[src/rtl/stopwatch_pkg.sv]
// Shared constants for the stopwatch: segment patterns, count direction and
// the nibble-to-segment encoder used by the display scanner.
package stopwatch_pkg;

   typedef enum logic {
      MODE_UP   = 1'b0,
      MODE_DOWN = 1'b1
   } mode_e;

   // Common-anode, active-low patterns; bit7 is the decimal point (1 = dark).
   localparam logic [7:0] SEG_0     = 8'hC0;
   localparam logic [7:0] SEG_1     = 8'hF9;
   localparam logic [7:0] SEG_2     = 8'hA4;
   localparam logic [7:0] SEG_3     = 8'hB0;
   localparam logic [7:0] SEG_4     = 8'h99;
   localparam logic [7:0] SEG_5     = 8'h92;
   localparam logic [7:0] SEG_6     = 8'h82;
   localparam logic [7:0] SEG_7     = 8'hF8;
   localparam logic [7:0] SEG_8     = 8'h80;
   localparam logic [7:0] SEG_9     = 8'h90;
   localparam logic [7:0] SEG_BLANK = 8'hFF;

   function automatic logic [7:0] seg_encode(input logic [3:0] nibble, input logic dp);
      logic [7:0] s;
      case (nibble)
         4'd0:    s = SEG_0;
         4'd1:    s = SEG_1;
         4'd2:    s = SEG_2;
         4'd3:    s = SEG_3;
         4'd4:    s = SEG_4;
         4'd5:    s = SEG_5;
         4'd6:    s = SEG_6;
         4'd7:    s = SEG_7;
         4'd8:    s = SEG_8;
         4'd9:    s = SEG_9;
         default: s = SEG_BLANK;
      endcase
      s[7] = ~dp;
      return s;
   endfunction

endpackage

[src/rtl/stopwatch_scan_ctrl_bcd_digit.sv]
// One modulo-M BCD digit that counts up or down, with a combinational
// carry/borrow output so a chain of digits updates in a single cycle.
module bcd_digit
   import stopwatch_pkg::*;
#(
   parameter int M = 10
) (
   input  logic       clk,
   input  logic       clr,
   input  logic       en,
   input  mode_e      dir,
   input  logic       cin,
   input  logic       load,
   input  logic [3:0] ld_val,
   output logic [3:0] q,
   output logic       cout
);

   localparam logic [3:0] MAX = 4'(M - 1);

   logic [3:0] clamped;
   logic [3:0] nxt;

   assign clamped = (ld_val > MAX) ? MAX : ld_val;

   always_comb begin
      nxt = q;
      if (dir == MODE_DOWN) begin
         nxt = (q == 4'd0) ? MAX : q - 4'd1;
      end else begin
         nxt = (q == MAX) ? 4'd0 : q + 4'd1;
      end
   end

   // Carry out means this digit rolls over when the incoming carry arrives.
   assign cout = cin && ((dir == MODE_DOWN) ? (q == 4'd0) : (q == MAX));

   always_ff @(posedge clk or negedge clr) begin
      if (!clr) begin
         q <= 4'd0;
      end else if (load) begin
         q <= clamped;
      end else if (en && cin) begin
         q <= nxt;
      end
   end

endmodule

[src/rtl/stopwatch_scan_ctrl.sv]
// Stopwatch / countdown timer with lap freeze, wrap alarm and a multiplexed
// common-anode 7-segment scanner, all in the single clk domain.
module stopwatch_scan_ctrl
   import stopwatch_pkg::*;
#(
   parameter int DIGITS     = 4,
   parameter int TICK_DIV   = 1_000_000,
   parameter int SCAN_DIV   = 5_000,
   parameter int TOP_MOD    = 6,
   parameter int DP_POS     = 2,
   parameter int WARN_WRAPS = 2
) (
   input  logic                  clk,
   input  logic                  clr,
   input  logic                  run,
   input  logic                  mode,
   input  logic                  load,
   input  logic [4*DIGITS-1:0]   load_val,
   input  logic                  lap,
   output logic [4*DIGITS-1:0]   bcd,
   output logic [7:0]            seg_n,
   output logic [DIGITS-1:0]     an,
   output logic                  wrap_led,
   output logic                  warning,
   output logic                  expired
);

   localparam int PW = (TICK_DIV > 1) ? $clog2(TICK_DIV) : 1;
   localparam int SW = (SCAN_DIV > 1) ? $clog2(SCAN_DIV) : 1;
   localparam int IW = $clog2(DIGITS);
   localparam int WW = (WARN_WRAPS > 0) ? $clog2(WARN_WRAPS + 1) : 1;

   localparam logic [PW-1:0] TICK_LAST = PW'(TICK_DIV - 1);
   localparam logic [SW-1:0] SCAN_LAST = SW'(SCAN_DIV - 1);
   localparam logic [WW-1:0] WARN_LVL  = WW'(WARN_WRAPS);

   mode_e               dir;
   logic [PW-1:0]       presc;
   logic                tick;
   logic                all_zero;
   logic                near_zero;
   logic                step_en;
   logic                expire_set;
   logic                full_wrap;
   logic [DIGITS:0]     carry;
   logic [WW-1:0]       wrap_cnt;
   logic [WW-1:0]       wrap_cnt_nxt;
   logic                frozen;
   logic [4*DIGITS-1:0] snap;
   logic [4*DIGITS-1:0] disp;
   logic [3:0]          disp_nib;
   logic [SW-1:0]       scan_cnt;
   logic [IW-1:0]       idx;

   assign dir       = mode_e'(mode);
   assign tick      = run && (presc == TICK_LAST);
   assign all_zero  = (bcd == '0);
   assign near_zero = (bcd[4*DIGITS-1:4] == '0) && (bcd[3:0] <= 4'd1);

   // Counting stops once expired, and a zero count never borrows into a wrap.
   assign step_en    = tick && !load && !expired && !((dir == MODE_DOWN) && all_zero);
   assign expire_set = tick && !load && !expired && (dir == MODE_DOWN) && near_zero;
   assign full_wrap  = step_en && (dir == MODE_UP) && carry[DIGITS];

   assign wrap_cnt_nxt = (wrap_cnt == WARN_LVL) ? wrap_cnt : wrap_cnt + WW'(1);

   assign carry[0] = 1'b1;

   for (genvar i = 0; i < DIGITS; i++) begin : g_digit
      bcd_digit #(
         .M ((i == DIGITS - 1) ? TOP_MOD : 10)
      ) u_digit (
         .clk    (clk),
         .clr    (clr),
         .en     (step_en),
         .dir    (dir),
         .cin    (carry[i]),
         .load   (load),
         .ld_val (load_val[4*i +: 4]),
         .q      (bcd[4*i +: 4]),
         .cout   (carry[i+1])
      );
   end

   always_ff @(posedge clk or negedge clr) begin
      if (!clr) begin
         presc <= '0;
      end else if (load || tick) begin
         presc <= '0;
      end else if (run) begin
         presc <= presc + PW'(1);
      end
   end

   always_ff @(posedge clk or negedge clr) begin
      if (!clr) begin
         expired  <= 1'b0;
         wrap_led <= 1'b0;
         wrap_cnt <= '0;
         warning  <= 1'b0;
      end else begin
         if (load) begin
            expired <= (dir == MODE_DOWN) && (load_val == '0);
         end else if (expire_set) begin
            expired <= 1'b1;
         end
         if (full_wrap) begin
            wrap_led <= ~wrap_led;
            wrap_cnt <= wrap_cnt_nxt;
            if (wrap_cnt_nxt == WARN_LVL) begin
               warning <= 1'b1;
            end
         end
      end
   end

   // Lap looks at the pre-load count, so a simultaneous load does not leak in.
   always_ff @(posedge clk or negedge clr) begin
      if (!clr) begin
         frozen <= 1'b0;
         snap   <= '0;
      end else if (lap) begin
         if (!frozen) begin
            snap   <= bcd;
            frozen <= 1'b1;
         end else begin
            frozen <= 1'b0;
         end
      end
   end

   assign disp = frozen ? snap : bcd;

   always_comb begin
      disp_nib = 4'd0;
      for (int i = 0; i < DIGITS; i++) begin
         if (idx == IW'(i)) begin
            disp_nib = disp[4*i +: 4];
         end
      end
   end

   always_ff @(posedge clk or negedge clr) begin
      if (!clr) begin
         scan_cnt <= '0;
         idx      <= '0;
      end else if (scan_cnt == SCAN_LAST) begin
         scan_cnt <= '0;
         idx      <= (idx == IW'(DIGITS - 1)) ? '0 : idx + IW'(1);
      end else begin
         scan_cnt <= scan_cnt + SW'(1);
      end
   end

   always_ff @(posedge clk or negedge clr) begin
      if (!clr) begin
         an    <= DIGITS'(1);
         seg_n <= SEG_0;
      end else begin
         an    <= DIGITS'(1) << idx;
         seg_n <= seg_encode(disp_nib, idx == IW'(DP_POS));
      end
   end

endmodule

[config.mk]
export PLATFORM = sky130hd
export DESIGN_NAME = stopwatch_scan_ctrl
export DESIGN_NICKNAME = d
export VERILOG_FILES = /design/src/rtl/stopwatch_pkg.sv /design/src/rtl/stopwatch_scan_ctrl_bcd_digit.sv /design/src/rtl/stopwatch_scan_ctrl.sv
export SDC_FILE = /design/constraint.sdc
export NUM_CORES = 1
export LEC_CHECK = 0
export CAP_MARGIN = 20
export CORE_AREA = 2 2 131 133
export CTS_BUF_LIST = sky130_fd_sc_hd__clkbuf_16
export DETAILED_ROUTE_END_ITERATION = 10
export DIE_AREA = 0 0 133 135
export GPL_TIMING_DRIVEN = 0
export SKIP_CTS_REPAIR_TIMING = 1
export SYNTH_ARGS = -nofsm -noshare
export SYNTH_HDL_FRONTEND = slang
export SYNTH_SLANG_ARGS = --single-unit
[constraint.sdc]
create_clock -name clk -period 2.64 [get_ports clk]
set_input_delay 0.528 -clock clk [delete_from_list [all_inputs] [get_ports clk]]
set_output_delay 0.528 -clock clk [all_outputs]
set_load 0.1 [all_outputs]
### After elaboration in Yosys (flattened, before gate mapping)

Memories as Yosys holds them, arrays and structs flattened. A register that Yosys moved wholly into a read port is not among the register bits.
Index checks and enable logic that the tools add are counted.

| storage, ports and cells | value |
|---|---|
| bits in registers | 85 |
| bits in latches | 0 |
| bits in writable memories | 0 |
| ROM bits | 112 |
| input port bits | 22 |
| output and inout port bits | 31 |
| logic and storage cells | 126 |
| memories kept | 1 |

| cells by class | value |
|---|---|
| add/subtract/negate cells | 12 |
| $mul | 0 |
| div/mod/pow operators | 0 |
| magnitude comparators | 5 |
| eq/ne operators | 11 |
| shift operators | 1 |
| multiplexer cells | 41 |
| bitwise logic cells | 3 |
| reductions and logical operators | 37 |

Memories:

| name | words | bits a word | read ports | clocked after memory_dff | wr ports | line | RTL |
|---|---|---|---|---|---|---|---|
| (no name shown) | 16 | 7 | 1 | 1 | 0 | stopwatch_pkg.sv:25 | `case (nibble)` |

Operator list:

| kind | count |
|---|---|
| $mux 4 | 28 |
| $mux 20 | 2 |
| $logic_not 16->1 | 2 |
| $add 20x1->20 const B | 1 |
| $eq 20x20->1 const B | 1 |
| $logic_and 1x1->1 | 17 |
| $add 4x1->4 const B | 4 |
| $logic_not 4->1 | 4 |
| $mux 16 | 1 |
| $sub 4x1->4 const B | 4 |
| $add 13x1->13 const B | 1 |
| $eq 13x13->1 const B | 1 |
| $mux 13 | 1 |
| $eq 4x4->1 const B | 3 |
| $gt 4x4->1 const B | 3 |
| $logic_not 12->1 | 1 |
| $reduce_bool 2->1 | 6 |
| $eq 2x2->1 const B | 4 |
| $mux 1 | 7 |
| $add 2x1->2 const B | 2 |
| $eq 4x3->1 const B | 1 |
| $gt 4x3->1 const B | 1 |
| $le 4x1->1 const B | 1 |
| $logic_not 1->1 | 4 |
| other kinds (7) | 10 |

### Logic depth before layout (Yosys ltp)

| logic depth | value |
|---|---|
| depth in word-level cells | 8 |
| depth in mapped cells | 10 |
| gate-level depth less buffers | 10 |

### Modules after synthesis

From an unflattened synthesis, not the netlist that was laid out.

| second synthesis, totals | value |
|---|---|
| cells, all modules | 507 |
| area total of the unflattened synthesis | 5,078.6 sq um |

By module, submodules not included:

| module | times used | cells an instance | area an instance (sq um) | seq. area each (sq um) |
|---|---|---|---|---|
| stopwatch_scan_ctrl | 1 | 308 | 3,504.6 | 1,730.4 |
| bcd_digit (g_digit[0].u_digit ...) | 3 | 52 | 412.9 | 100.1 |
| bcd_digit (g_digit[3].u_digit) | 1 | 43 | 335.3 | 100.1 |

### Least setup slack after synthesis

OpenSTA, ideal clock, no wires.

| timing | value |
|---|---|
| path kind | register -> register |
| start point | reg g_digit[3].u_digit.q[0] |
| end point | reg g_digit[3].u_digit.q[2] |
| arrival | 2.545 ns |
| setup slack | -0.030 ns |
| stages on the path, launching flop included | 8 |
| clock period less this slack | 2.670 ns |
| cell sequence | dfrtp_1 > clkbuf_1 > nor4b_1 > and4_1 > a211oi_2 > buf_4 > a21oi_2 > mux2_4 |

| on the way | value |
|---|---|
| word-level cells in the longest chain between the ends | 6 |

Ends and longest elaborated chain:

| what | line | RTL |
|---|---|---|
| start: declaration | stopwatch_scan_ctrl_bcd_digit.sv:15 | `output logic [3:0] q,` |
| start signal: assignment | stopwatch_scan_ctrl_bcd_digit.sv:42 | `q <= clamped;` |
| start signal: assignment | stopwatch_scan_ctrl_bcd_digit.sv:44 | `q <= nxt;` |
| branches (longest 6 deep; another with $add 4x1->4) | -- |  |

Parallel ways; which one is timed is not known. The select of a mux whose other input is x is not followed.
A chain may end at the register's enable or synchronous reset.

### Worst setup path after layout

| timing | value |
|---|---|
| start point | reg g_digit[0].u_digit.q[0] |
| end point | out bcd[0] |

RTL lines:

| what | line | RTL |
|---|---|---|
| start: declaration | stopwatch_scan_ctrl_bcd_digit.sv:15 |  |
| start signal: assignment | stopwatch_scan_ctrl_bcd_digit.sv:42 |  |
| start signal: assignment | stopwatch_scan_ctrl_bcd_digit.sv:44 |  |
| end: declaration | stopwatch_scan_ctrl.sv:20 | `output logic [4*DIGITS-1:0] bcd,` |

No word-level cell between the ends.

==> impl_metrics.yaml <==
run_status:
  status: "finished clean"
synthesis:
  syn_area_um2: 4910
  synth_top_area_share: 0.418
  synth_area_leaders: "dfrtp_1, mux2_2, xor2_1"
  synth_seq_area_share: 0.434
  synth.avg_cell_area_um2: 9.91
  synth_seq_cells: 85
  synth_common_cells: "dfrtp_1, nor2_1, nand2_1, mux2_2, o21ai_0"
  synth_cell_types: 67
  yosysTopAreaCell: "dfrtp_1"
  synth-edff-count: 0
  synth_flop_cell: "dfrtp_1"
  netlist_instances: 496
  syn-num-nets: 530
  yosysMostFrequentCell: "dfrtp_1"
  synth-async-reset-ratio: 1.00
  ys_warn_count: 0
clock_network:
  clockRootBuffer: "clkbuf_16"
  clk_latency_ns: 0.35
  htree_num_levels: 3
  cts_tree: "done"
  cts_buffers: 9
  clock_sinks: 85
  clk_path_buf_depth: 2
  clk_pin_slew_worst_paths_ns: 0.07
global_route:
  grt_pass1_vias: 4096
  grt_pass1_wl_um: 20500
  overflow: 0
  grt_usage: 0.143
  antenna_found_initial: 0
  grt_max_degree: 71
sta:
  clock_skew_ns: 0.00951
  layout_worst_path_cycle_share: 0.975
  tightest_slew_ns: 1.02
  finalSetupViolCount: 0
  hold_viol: 0
  drv_slew: 0
  clock.fmax_mhz: 389
  maxSlewHeadroom: 0.320
  fin_crit_ns: 2.57
floorplan:
  die_x_um: 133
  start_util: 0.300
  dieArea_um2: 18000
  fp.coreArea_um2: 16400
  pin_count: 53
  core.rowCount: 47
  die_h_um: 135
placed_design:
  io_buffer_count: 50
  dpl_cell_area_um2: 5720
  dpl.cell_count: 767
  gp_congestion: 0.851
  dp_hpwl_um: 8960
critical_path:
  cpPeakStageDelay_ns: 1.19
  required_ns: 2.11
  r2r_end: "g_digit[3].u_digit.q[2]"
  r2r_slack_ns: 0.11
  cp.arrival_ns: 2.05
  cpMaxStageDelayCell: "clkdlybuf4s50_1"
  cp_top_family: "buffers and inverters"
  crit_buf_inv: 1
  r2r-start: "presc[0]"
  rr_worst_depth: 7
  start_kind: "register"
  worstSetupPathType: "reg2out"
  path_cells: "clkdlybuf4s50_1"
  path_max_fanout: 8
  end_kind: "output port"
power:
  leakage_nw: 2.52
  ir_drop_v: 0.000508
  power_density_nw_per_um2: 820
routing:
  drc: 0
  ant_nets: 0
  wire_per_inst_um: 15.6
  via_per_inst: 5.02
  drtIter0Drc: 307
  first_pass_iters: 4
  num_vias: 3930
  routed_wl_um: 12200
hold_path:
  hp-class: "in2async"
final_layout:
  fin_cells: 783
  fin_nets: 592
  fin_area_um2: 6070
  antenna_cells: 0
  drive_above_1_share: 0.133
  fillerInstances: 1600
  area.growth.synth_to_final_pct: 23.4
run:
  drv_cap: 0
==> power breakdown <==
| group | switching, mW | internal [mW] | leakage, nW |
|---|---|---|---|
| combinational | 1.27 | 0.689 | 1.29 |
| sequential | 0.107 | 1.51 | 1.08 |
| clock | 0.558 | 0.834 | 0.151 |
| total | 1.94 | 3.04 | 2.52 |
==> registers in the layout, indices dropped and copies added (netlist names) <==
name and count:
idx 2, presc 20, warning 1, wrap_led 1, snap 16, expired 1
wrap_cnt 2, an 4, frozen 1, seg_n 8, g_digit.u_digit.q 16, scan_cnt 13
==> worst max-delay path by stage <==
stage / slack, ns / start / end / cells after the start
finish: 0.07 / g_digit[0].u_digit.q[0] / bcd[0] / 1
global route: -0.002 / presc[0] / g_digit[3].u_digit.q[2] / 7
CTS: -0.07 / g_digit[3].u_digit.q[0] / g_digit[2].u_digit.q[1] / 6
detailed placement: -0.05 / mode / wrap_cnt[0] / 6
global placement: -2.36 / clr / g_digit[3].u_digit.q[0] / 1
floorplan: 0.006 / g_digit[3].u_digit.q[2] / g_digit[3].u_digit.q[2] / 7
==> final cells by class <==
class	count	area (um2)	area share
Inverter	20	75.1	0.0124
Multi-Input combinational cell	360	2600	0.429
Timing Repair Buffer	51	531	0.0874
Tap cell	220	275	0.0454
Clock buffer	9	225	0.0371
Clock inverter	7	98.8	0.0163
Sequential cell	85	2130	0.351
Buffer	31	130	0.0214
==> cells in the final DEF (no fill, tap or decap), types with 4 or more instances in the layout <==
cell / synthesis / layout
a21oi_1: 18 / 17
nor3b_1: 4 / 4
buf_2: 6 / 5
nand2b_1: 8 / 8
mux2i_1: 17 / 17
clkbuf_16: 0 / 9
nand4_1: 8 / 8
dfrtp_1: 82 / 81
a211oi_1: 5 / 5
o21ai_0: 23 / 23
clkbuf_1: 21 / 21
mux2_2: 29 / 29
and4_1: 5 / 4
nor2b_1: 4 / 4
nor3_1: 13 / 13
xnor2_1: 16 / 16
nor2_1: 46 / 46
ha_1: 12 / 12
nand2_1: 31 / 31
a221oi_1: 5 / 5
o21a_1: 4 / 4
and3_1: 8 / 8
clkdlybuf4s50_1: 0 / 47
o22ai_1: 6 / 5
nand3_1: 15 / 15
xor2_1: 21 / 21
inv_1: 19 / 19
nor4_1: 6 / 6
==> per-layer routing <==
| layer | global-route usage | routed length, um |
|---|---|---|
| met1 | 0.182 | 5440 |
| met2 | 0.231 | 5850 |
| met3 | 0.0379 | 661 |
| met4 | 0.0568 | 264 |
| met5 | 0 | 0 |
==> kinds of logic after synthesis <==
family	Yosys count	synth area share
simple gates	168	0.186
compound gates	93	0.132
flops	85	0.434
buf+inv	51	0.0412
mux	50	0.111
xor+xnor	37	0.0659
fa+ha+maj	12	0.0305
==> metrics by stage <==
step           power (mW)  setup TNS, ns  setup slack [ns]   util  hold slack, ns
2_1_floorplan        3.12              0           0.00632      -           0.232
3_3_place_gp         3.55        -170.67             -2.36  0.347           0.461
3_5_place_dp         3.59         -0.185           -0.0522  0.348           0.411
4_1_cts              5.01         -0.234           -0.0696  0.368          0.0328
5_1_grt              5.23       -0.00172          -0.00172  0.370          0.0455
6_report             4.98              0            0.0666  0.370          0.0385
Power figures use the tool's default switching activity.
